--- src/rtl/bayer_mosaic.sv ---
// Bayer re-mosaic: RGB 8:8:8 video in, single-channel 8-bit raw Bayer out.
// Also measures frame geometry (pixels per line, lines per frame) against
// the configured size and raises sticky error flags on mismatch.
//
// Ports:
//   clk, reset                      pixel clock, synchronous active-high reset
//   in_vsync/in_hsync/in_den        input sync and pixel-valid
//   in_data_R/G/B                   input colour samples
//   cfg_pattern                     CFA phase (0 RGGB, 1 GRBG, 2 GBRG, 3 BGGR),
//                                   taken on the rising edge of in_vsync
//   out_vsync/out_hsync/out_den     input syncs delayed by 2 cycles
//   out_raw                         selected sample, 0 when out_den is low
//   err_hsize/err_vsize             sticky geometry mismatch flags
//   frame_cnt                       completed frames (wrapping)
module bayer_mosaic #(
  parameter int unsigned source_h        = 512,
  parameter int unsigned source_v        = 512,
  parameter logic [1:0]  default_pattern = 2'd0
) (
  input  logic        clk,
  input  logic        reset,
  input  logic        in_vsync,
  input  logic        in_hsync,
  input  logic        in_den,
  input  logic [7:0]  in_data_R,
  input  logic [7:0]  in_data_G,
  input  logic [7:0]  in_data_B,
  input  logic [1:0]  cfg_pattern,
  output logic        out_vsync,
  output logic        out_hsync,
  output logic        out_den,
  output logic [7:0]  out_raw,
  output logic        err_hsize,
  output logic        err_vsize,
  output logic [15:0] frame_cnt
);

  // Edge detection and geometry state
  logic        vs_prev_q, hs_prev_q;
  logic        line_den_q, line_den_d;
  logic [11:0] x_q, x_d, y_q, y_d;
  logic [1:0]  pat_q, pat_d;
  logic        err_h_q, err_h_d, err_v_q, err_v_d;
  logic [15:0] frame_q, frame_d;

  // Pipeline stage 1
  logic       s1_vs_q, s1_hs_q, s1_den_q;
  logic [7:0] s1_r_q, s1_g_q, s1_b_q;
  logic [1:0] s1_phase_q, s1_pat_q;

  // Pipeline stage 2
  logic       s2_vs_q, s2_hs_q, s2_den_q;
  logic [7:0] raw_q, raw_d, raw_sel;

  logic        vs_rise, vs_fall, hs_fall, line_end;
  logic [11:0] y_line;
  logic [1:0]  pat_cur, phase;

  always_comb begin
    vs_rise  = in_vsync & ~vs_prev_q;
    vs_fall  = ~in_vsync & vs_prev_q;
    hs_fall  = ~in_hsync & hs_prev_q;
    line_end = hs_fall & line_den_q;

    // New pattern applies already to the vsync-rise cycle itself.
    pat_cur = vs_rise ? cfg_pattern : pat_q;
    pat_d   = pat_cur;
    phase   = {y_q[0], x_q[0]};

    // x counts den cycles inside a line; it is the index of the current pixel.
    x_d = x_q;
    if (!in_hsync || !in_vsync) begin
      x_d = '0;
    end else if (in_den) begin
      x_d = x_q + 12'd1;
    end

    line_den_d = line_den_q;
    if (!in_hsync) begin
      line_den_d = 1'b0;
    end else if (in_vsync && in_den) begin
      line_den_d = 1'b1;
    end

    // Line ending this cycle is counted before a coincident frame check.
    y_line = y_q + {11'd0, line_end};
    y_d    = in_vsync ? y_line : '0;

    err_h_d = err_h_q | (line_end & (x_q != 12'(source_h)));
    err_v_d = err_v_q | (vs_fall & (y_line != 12'(source_v)));
    frame_d = frame_q + {15'd0, vs_fall};
  end

  // Channel select: each pattern has exactly one R and one B site in the 2x2 tile.
  always_comb begin
    unique case ({s1_pat_q, s1_phase_q})
      4'b00_00, 4'b01_01, 4'b10_10, 4'b11_11: raw_sel = s1_r_q;
      4'b00_11, 4'b01_10, 4'b10_01, 4'b11_00: raw_sel = s1_b_q;
      default:                                raw_sel = s1_g_q;
    endcase
    raw_d = s1_den_q ? raw_sel : 8'd0;
  end

  always_ff @(posedge clk) begin
    if (reset) begin
      vs_prev_q  <= 1'b0;
      hs_prev_q  <= 1'b0;
      line_den_q <= 1'b0;
      x_q        <= '0;
      y_q        <= '0;
      pat_q      <= default_pattern;
      err_h_q    <= 1'b0;
      err_v_q    <= 1'b0;
      frame_q    <= '0;
      s1_vs_q    <= 1'b0;
      s1_hs_q    <= 1'b0;
      s1_den_q   <= 1'b0;
      s1_r_q     <= '0;
      s1_g_q     <= '0;
      s1_b_q     <= '0;
      s1_phase_q <= '0;
      s1_pat_q   <= default_pattern;
      s2_vs_q    <= 1'b0;
      s2_hs_q    <= 1'b0;
      s2_den_q   <= 1'b0;
      raw_q      <= '0;
    end else begin
      vs_prev_q  <= in_vsync;
      hs_prev_q  <= in_hsync;
      line_den_q <= line_den_d;
      x_q        <= x_d;
      y_q        <= y_d;
      pat_q      <= pat_d;
      err_h_q    <= err_h_d;
      err_v_q    <= err_v_d;
      frame_q    <= frame_d;
      s1_vs_q    <= in_vsync;
      s1_hs_q    <= in_hsync;
      s1_den_q   <= in_den;
      s1_r_q     <= in_data_R;
      s1_g_q     <= in_data_G;
      s1_b_q     <= in_data_B;
      s1_phase_q <= phase;
      s1_pat_q   <= pat_cur;
      s2_vs_q    <= s1_vs_q;
      s2_hs_q    <= s1_hs_q;
      s2_den_q   <= s1_den_q;
      raw_q      <= raw_d;
    end
  end

  assign out_vsync = s2_vs_q;
  assign out_hsync = s2_hs_q;
  assign out_den   = s2_den_q;
  assign out_raw   = raw_q;
  assign err_hsize = err_h_q;
  assign err_vsize = err_v_q;
  assign frame_cnt = frame_q;

endmodule

--- config.mk ---
export PLATFORM = sky130hd
export DESIGN_NAME = bayer_mosaic
export DESIGN_NICKNAME = d
export VERILOG_FILES = /design/src/rtl/bayer_mosaic.sv
export SDC_FILE = /design/constraint.sdc
export NUM_CORES = 1
export LEC_CHECK = 0
export ABC_AREA = 1
export BUFFER_PORTS_ARGS = -buffer_cell sky130_fd_sc_hd__buf_2
export CAP_MARGIN = 30
export CELL_PAD_IN_SITES_DETAIL_PLACEMENT = 0
export CELL_PAD_IN_SITES_GLOBAL_PLACEMENT = 1
export CORE_MARGIN = 2
export CORE_UTILIZATION = 25
export CTS_CLUSTER_DIAMETER = 150
export DETAILED_ROUTE_END_ITERATION = 10
export HOLD_SLACK_MARGIN = 0.15
export PLACE_DENSITY_LB_ADDON = 0.1
export SYNTH_ARGS = -nofsm -noshare
export SYNTH_HDL_FRONTEND = slang
export SYNTH_SLANG_ARGS = --single-unit
--- constraint.sdc ---
create_clock -name clk -period 4.6 [get_ports clk]
set_input_delay 0.69 -clock clk [delete_from_list [all_inputs] [get_ports clk]]
set_output_delay 0.69 -clock clk [all_outputs]
set_load 0.02 [all_outputs]
==> results.json, run 1 <==
{
  "yosysTopAreaCell": "dfxtp_1",
  "critical_path_class": "in -> reg",
  "holdBufCountCts": 0,
  "end_kind": "flip-flop",
  "required_ns": 4.83,
  "synth_cells": 454,
  "critPathLaunchType": "input pin",
  "finalMaxSlewViolations": 0,
  "cp_data_arrival_time_ns": 2.28,
  "cpMostUsedCell": "nand2_1",
  "cts_buffers": 9,
  "grt_overflow": 0,
  "cp_top_family": "simple AND/OR/NAND/NOR gates",
  "crit_buf_inv": 1,
  "syn_nets": 491,
  "slowest_delay_ns": 0.25,
  "synth_top_area_share_pct": 49.9,
  "viasPerCell": 4.05,
  "fmax_mhz": 488,
  "vias": 2824,
  "die_w_um": 121,
  "synthArstFlopShare_pct": 0,
  "rsz0062_at_grt": "false",
  "maxCapViolCount": 0,
  "area_growth_pct": 22.2,
  "tightest_slew_ns": 0.692,
  "nNetsFinal": 554,
  "antenna_found_initial": 0,
  "clkSinkCount": 85,
  "routed_wl_um": 7600,
  "first_pass_iters": 4,
  "final.min_clock_period_ns": 2.05,
  "rows": 42,
  "fillers": 1476,
  "diodes": 0,
  "initial_core_util_pct": 25.6,
  "relSlewSlack_pct": 53.7,
  "path_max_fanout": 5,
  "first_iter_violations": 129,
  "ctsLongestPathBuffers": 2,
  "seq_area_frac_synth_pct": 49.9,
  "yosysUniqueCellTypes": 33,
  "route.detailed.drc": 0,
  "setup_viol": 0,
  "grtUsageTotal_pct": 11.2,
  "io_pins": 60,
  "synth_area_mm2": 0.00341,
  "ys_ff_latch": 85,
  "wl_per_cell_um": 10.9,
  "grt_pass1_vias": 2625,
  "hold_violations": 0,
  "cts-root-buf": "clkbuf_16",
  "cts_setup_buffers": 0,
  "crit_chain": "buf_2 > nor3_1 > ha_1 > ha_1 > nand2_1 > nor2_1 > nand3_1 > nand2_1 > nand2_1 > nor2_1 > nand2_1 > nand2_1 > a21oi_1",
  "grt_pass1_wl_um": 12700,
  "peakVddDrop_v": 0.000143,
  "status": "finished clean",
  "die_area_mm2": 0.0146,
  "synthFlopType": "dfxtp_1",
  "clk_latency_ns": 0.34,
  "cts_tree": "done",
  "grt_max_degree": 23,
  "fin_skew_ns": 0.00356,
  "slowest_stage": "ha_1",
  "worst_hold_path_type": "reg -> reg",
  "place_congestion": 0.715,
  "syn_avg_cell_area_um2": 7.51,
  "htree_levels": 3,
  "final_layout_size_suffix_gt1_share_pct": 17.6,
  "path_clk_slew_ns": 0.06,
  "fin_tns_setup_ns": 0,
  "postCtsResizedCells": 0,
  "place_hpwl_um": 5600,
  "hold_ws_ns": 0.432,
  "coreArea_mm2": 0.0133,
  "die_h_um": 121,
  "yosys_warnings": 0,
  "yosys-top-cells-count": "dfxtp_1 (85), inv_1 (85), nand2_1 (84), nor2_1 (75), a21oi_1 (22)",
  "fin_crit_sh_pct": 44.5,
  "power.density_mw_per_mm2": 364,
  "synth_edf_count": 0,
  "final_antenna_net_count": 0,
  "yosys-top-cells-area": "dfxtp_1 (50%), inv_1 (9.4%), nand2_1 (9.3%)",
  "leakage_nw": 1.85,
  "port_buffers": 59
}
[worst paths after layout]
check	to	startpoint	cells after the start	slack [ns]
max	err_vsize	in_hsync	13	2.55
min	s1_phase_q[1]	y_q[0]	2	0.43
max reg2reg	err_vsize	line_den_q	13	2.68
min reg2reg	s1_phase_q[1]	y_q[0]	2	0.43
[logic make-up (layout without fill, tap and decap cells)]
kind of cell	count (synthesis)	count (layout)	share of synthesized area, %
flip-flops	85	85	49.9
XOR/XNOR	6	6	1.54
adder cells (fa/ha/maj)	6	6	2.20
AND/OR/NAND/NOR	208	208	27.0
buffers and inverters	96	164	10.9
AO/OA/AOI/OAI	53	53	8.41
[layout by cell type, fill, tap and decap left out, drive strengths merged, types with 8 or more instances in the layout]
cell type / Yosys / final
o21ai: 18 / 18
clkbuf: 7 / 10
buf: 1 / 60
a31oi: 8 / 8
nand2: 87 / 87
nand3: 22 / 22
inv: 87 / 89
dfxtp: 85 / 85
nor2: 80 / 80
a21oi: 22 / 22
[state kept, by name, indices dropped and copies added, names as in the netlist, 2 cells and up]
signal / flops
s1_g_q: 8
s1_r_q: 8
out_raw: 8
s1_pat_q: 2
frame_cnt: 16
y_q: 12
s1_phase_q: 2
x_q: 12
s1_b_q: 8
[worst min-delay path, delay by kind of cell, from the launching register on]
kind	cells	cell delay [ns]
buf+inv	1	0.05
simple gates	1	0.03
flops	1	0.32
[layout make-up]
class / instances / area [µm²] / area share (%)
timing repair buffer: 60 / 303 / 7.27
clock inverter: 6 / 46.3 / 1.11
inverter: 88 / 330 / 7.93
sequential: 85 / 1700 / 40.9
tap: 176 / 220 / 5.29
multi-input combinational: 273 / 1340 / 32.1
clock buffer: 10 / 229 / 5.50
[through the flow]
stage	area [µm²]	std cells	setup WS (ns)	total power [mW]	utilization [%]
2_1_floorplan	3410	454	2.52	0.822	-
6_report	4170	698	2.55	1.52	31.3
5_1_grt	4170	698	2.25	1.60	31.3
3_5_place_dp	3890	682	2.14	0.854	29.3
3_3_place_gp	3890	682	2.18	0.854	29.3
4_1_cts	4170	698	2.51	1.55	31.3
[routing by layer]
metal	track usage [%]	wire [µm]	vias to the layer above
li1	-	-	1527
met1	14.2	3710	1247
met2	17.2	3400	42
met3	4.72	403	8
met4	3.71	91	0
met5	0	0	-
[where the power goes]
part | internal [mW] | total (mW) | switching, mW
Combinational | 0.0258 | 0.0743 | 0.0485
Sequential | 0.755 | 0.760 | 0.00578
Clock | 0.370 | 0.681 | 0.312
Total | 1.15 | 1.52 | 0.366
(Power assumes the default switching activity.)
==> inputs of run 2 (changes only) <==
clock period = 2.1 ns   (was 4.6 ns; I/O delays follow)
==> results.json, run 2 (synthesis gave the netlist of run 1 again) <==
{
  "status": "finished clean",
  "diodes": 0,
  "slowest_delay_ns": 0.33,
  "critical_path_class": "reg -> reg",
  "nNetsFinal": 557,
  "cpMostUsedCell": "nand2_1",
  "path_clk_slew_ns": 0.07,
  "htree_levels": 3,
  "cts-root-buf": "clkbuf_16",
  "coreArea_mm2": 0.0133,
  "fmax_mhz": 547,
  "io_pins": 60,
  "viasPerCell": 3.97,
  "grtUsageTotal_pct": 11.1,
  "cts_tree": "done",
  "end_kind": "flip-flop",
  "setup_viol": 0,
  "relSlewSlack_pct": 73.6,
  "hold_violations": 0,
  "rr_startpoint": "s1_vs_q",
  "postCtsResizedCells": 0,
  "rows": 42,
  "maxCapViolCount": 0,
  "rsz0062_at_grt": "false",
  "wl_per_cell_um": 10.8,
  "required_ns": 2.34,
  "die_area_mm2": 0.0146,
  "fin_skew_ns": 0.00373,
  "holdBufCountCts": 0,
  "die_h_um": 121,
  "leakage_nw": 1.88,
  "antenna_found_initial": 0,
  "place_congestion": 0.766,
  "tightest_slew_ns": 0.395,
  "clkSinkCount": 85,
  "peakVddDrop_v": 0.000288,
  "place_hpwl_um": 5510,
  "critPathLaunchType": "flip-flop",
  "layout_common_cells": "inv_1 (85), dfxtp_1 (85), nand2_1 (84), nor2_1 (74), buf_2 (59)",
  "path_max_fanout": 4,
  "crit_chain": "inv_1 > nor2_1 > ha_1 > ha_1 > nand2_1 > inv_2 > nand2_1 > nor2_2 > nand3_2 > nor2_2 > nand3_1 > nand2_1 > nor2_1",
  "final_layout_size_suffix_gt1_share_pct": 19.0,
  "slowest_stage": "dfxtp_1",
  "endpoint": "frame_cnt[12]",
  "fin_crit_sh_pct": 87.0,
  "first_pass_iters": 4,
  "port_buffers": 59,
  "route.detailed.drc": 0,
  "final.min_clock_period_ns": 1.83,
  "worst_hold_path_type": "in -> reg",
  "finalMaxSlewViolations": 0,
  "r2r_slack_ns": 0.27,
  "first_iter_violations": 120,
  "final_antenna_net_count": 0,
  "grt_max_degree": 17,
  "area_growth_pct": 24.2,
  "grt_overflow": 0,
  "r2r_end": "frame_cnt[12]",
  "cts_buffers": 9,
  "cp-startpoint": "s1_vs_q",
  "clk_latency_ns": 0.34,
  "power.density_mw_per_mm2": 826,
  "cp_data_arrival_time_ns": 2.07,
  "hold_ws_ns": 0.171,
  "grt_pass1_vias": 2577,
  "rr_worst_depth": 13,
  "largest_reg_flops": 16,
  "cts_setup_buffers": 0,
  "ctsLongestPathBuffers": 2,
  "grt_pass1_wl_um": 12500,
  "fin_tns_setup_ns": 0,
  "initial_core_util_pct": 25.6,
  "vias": 2781,
  "die_w_um": 121,
  "routed_wl_um": 7590
}
[run 2: changes by cell type in the layout (fill, tap and decap cells not counted), sizes merged]
cell and change:
buf +3, bufinv +1, clkbuf -1, clkinvlp -2
inv +2
[run 2: stage by stage]
stage,cells,utilization [%],total power [mW],setup slack (ns),instance area (µm²)
2_1_floorplan,454,-,1.80,0.392,3410
5_1_grt,701,31.8,3.68,0.0277,4230
3_5_place_dp,685,29.4,1.87,0.0794,3910
3_3_place_gp,685,29.4,1.88,0.122,3910
4_1_cts,701,31.7,3.57,0.169,4220
6_report,701,31.8,3.50,0.272,4230
[run 2: how the worst min path moves through the flow]
stage | from | cells past startpoint | endpoint
6_report | in_data_G[3] | 3 | s1_g_q[3]
4_1_cts | in_data_G[0] | 3 | s1_g_q[0]
5_1_grt | in_data_G[3] | 3 | s1_g_q[3]
3_5_place_dp | y_q[0] | 2 | s1_phase_q[1]
2_1_floorplan | y_q[0] | 2 | s1_phase_q[1]
3_3_place_gp | err_hsize | 2 | err_hsize
[run 2: area by class of cell]
type / count / area, µm²
Inverter: 88 / 330
Tap cell: 176 / 220
Multi-Input combinational cell: 273 / 1350
Clock buffer: 9 / 225
Sequential cell: 85 / 1700
Fill cell: 1452 / 9060
Clock inverter: 7 / 81.3
Timing Repair Buffer: 63 / 325
[run 2: critical path: cells and delay by family, from the launching register on]
kind	cells	cell delay, ns
flip-flops	1	0.33
AND/OR/NAND/NOR	9	0.91
adder cells (fa/ha/maj)	2	0.36
buffers and inverters	2	0.12
[run 2: per-layer routing]
metal | track usage [%] | share of wire [%]
met5 | 0 | 0
met4 | 5.45 | 1.7
met3 | 3.40 | 4.5
met1 | 14.7 | 52
met2 | 16.4 | 42
[run 2: where the power goes]
| group | internal [mW] | switching [mW] |
|---|---|---|
| registers | 1.65 | 0.0124 |
| clock network | 0.943 | 0.721 |
| logic | 0.0601 | 0.107 |
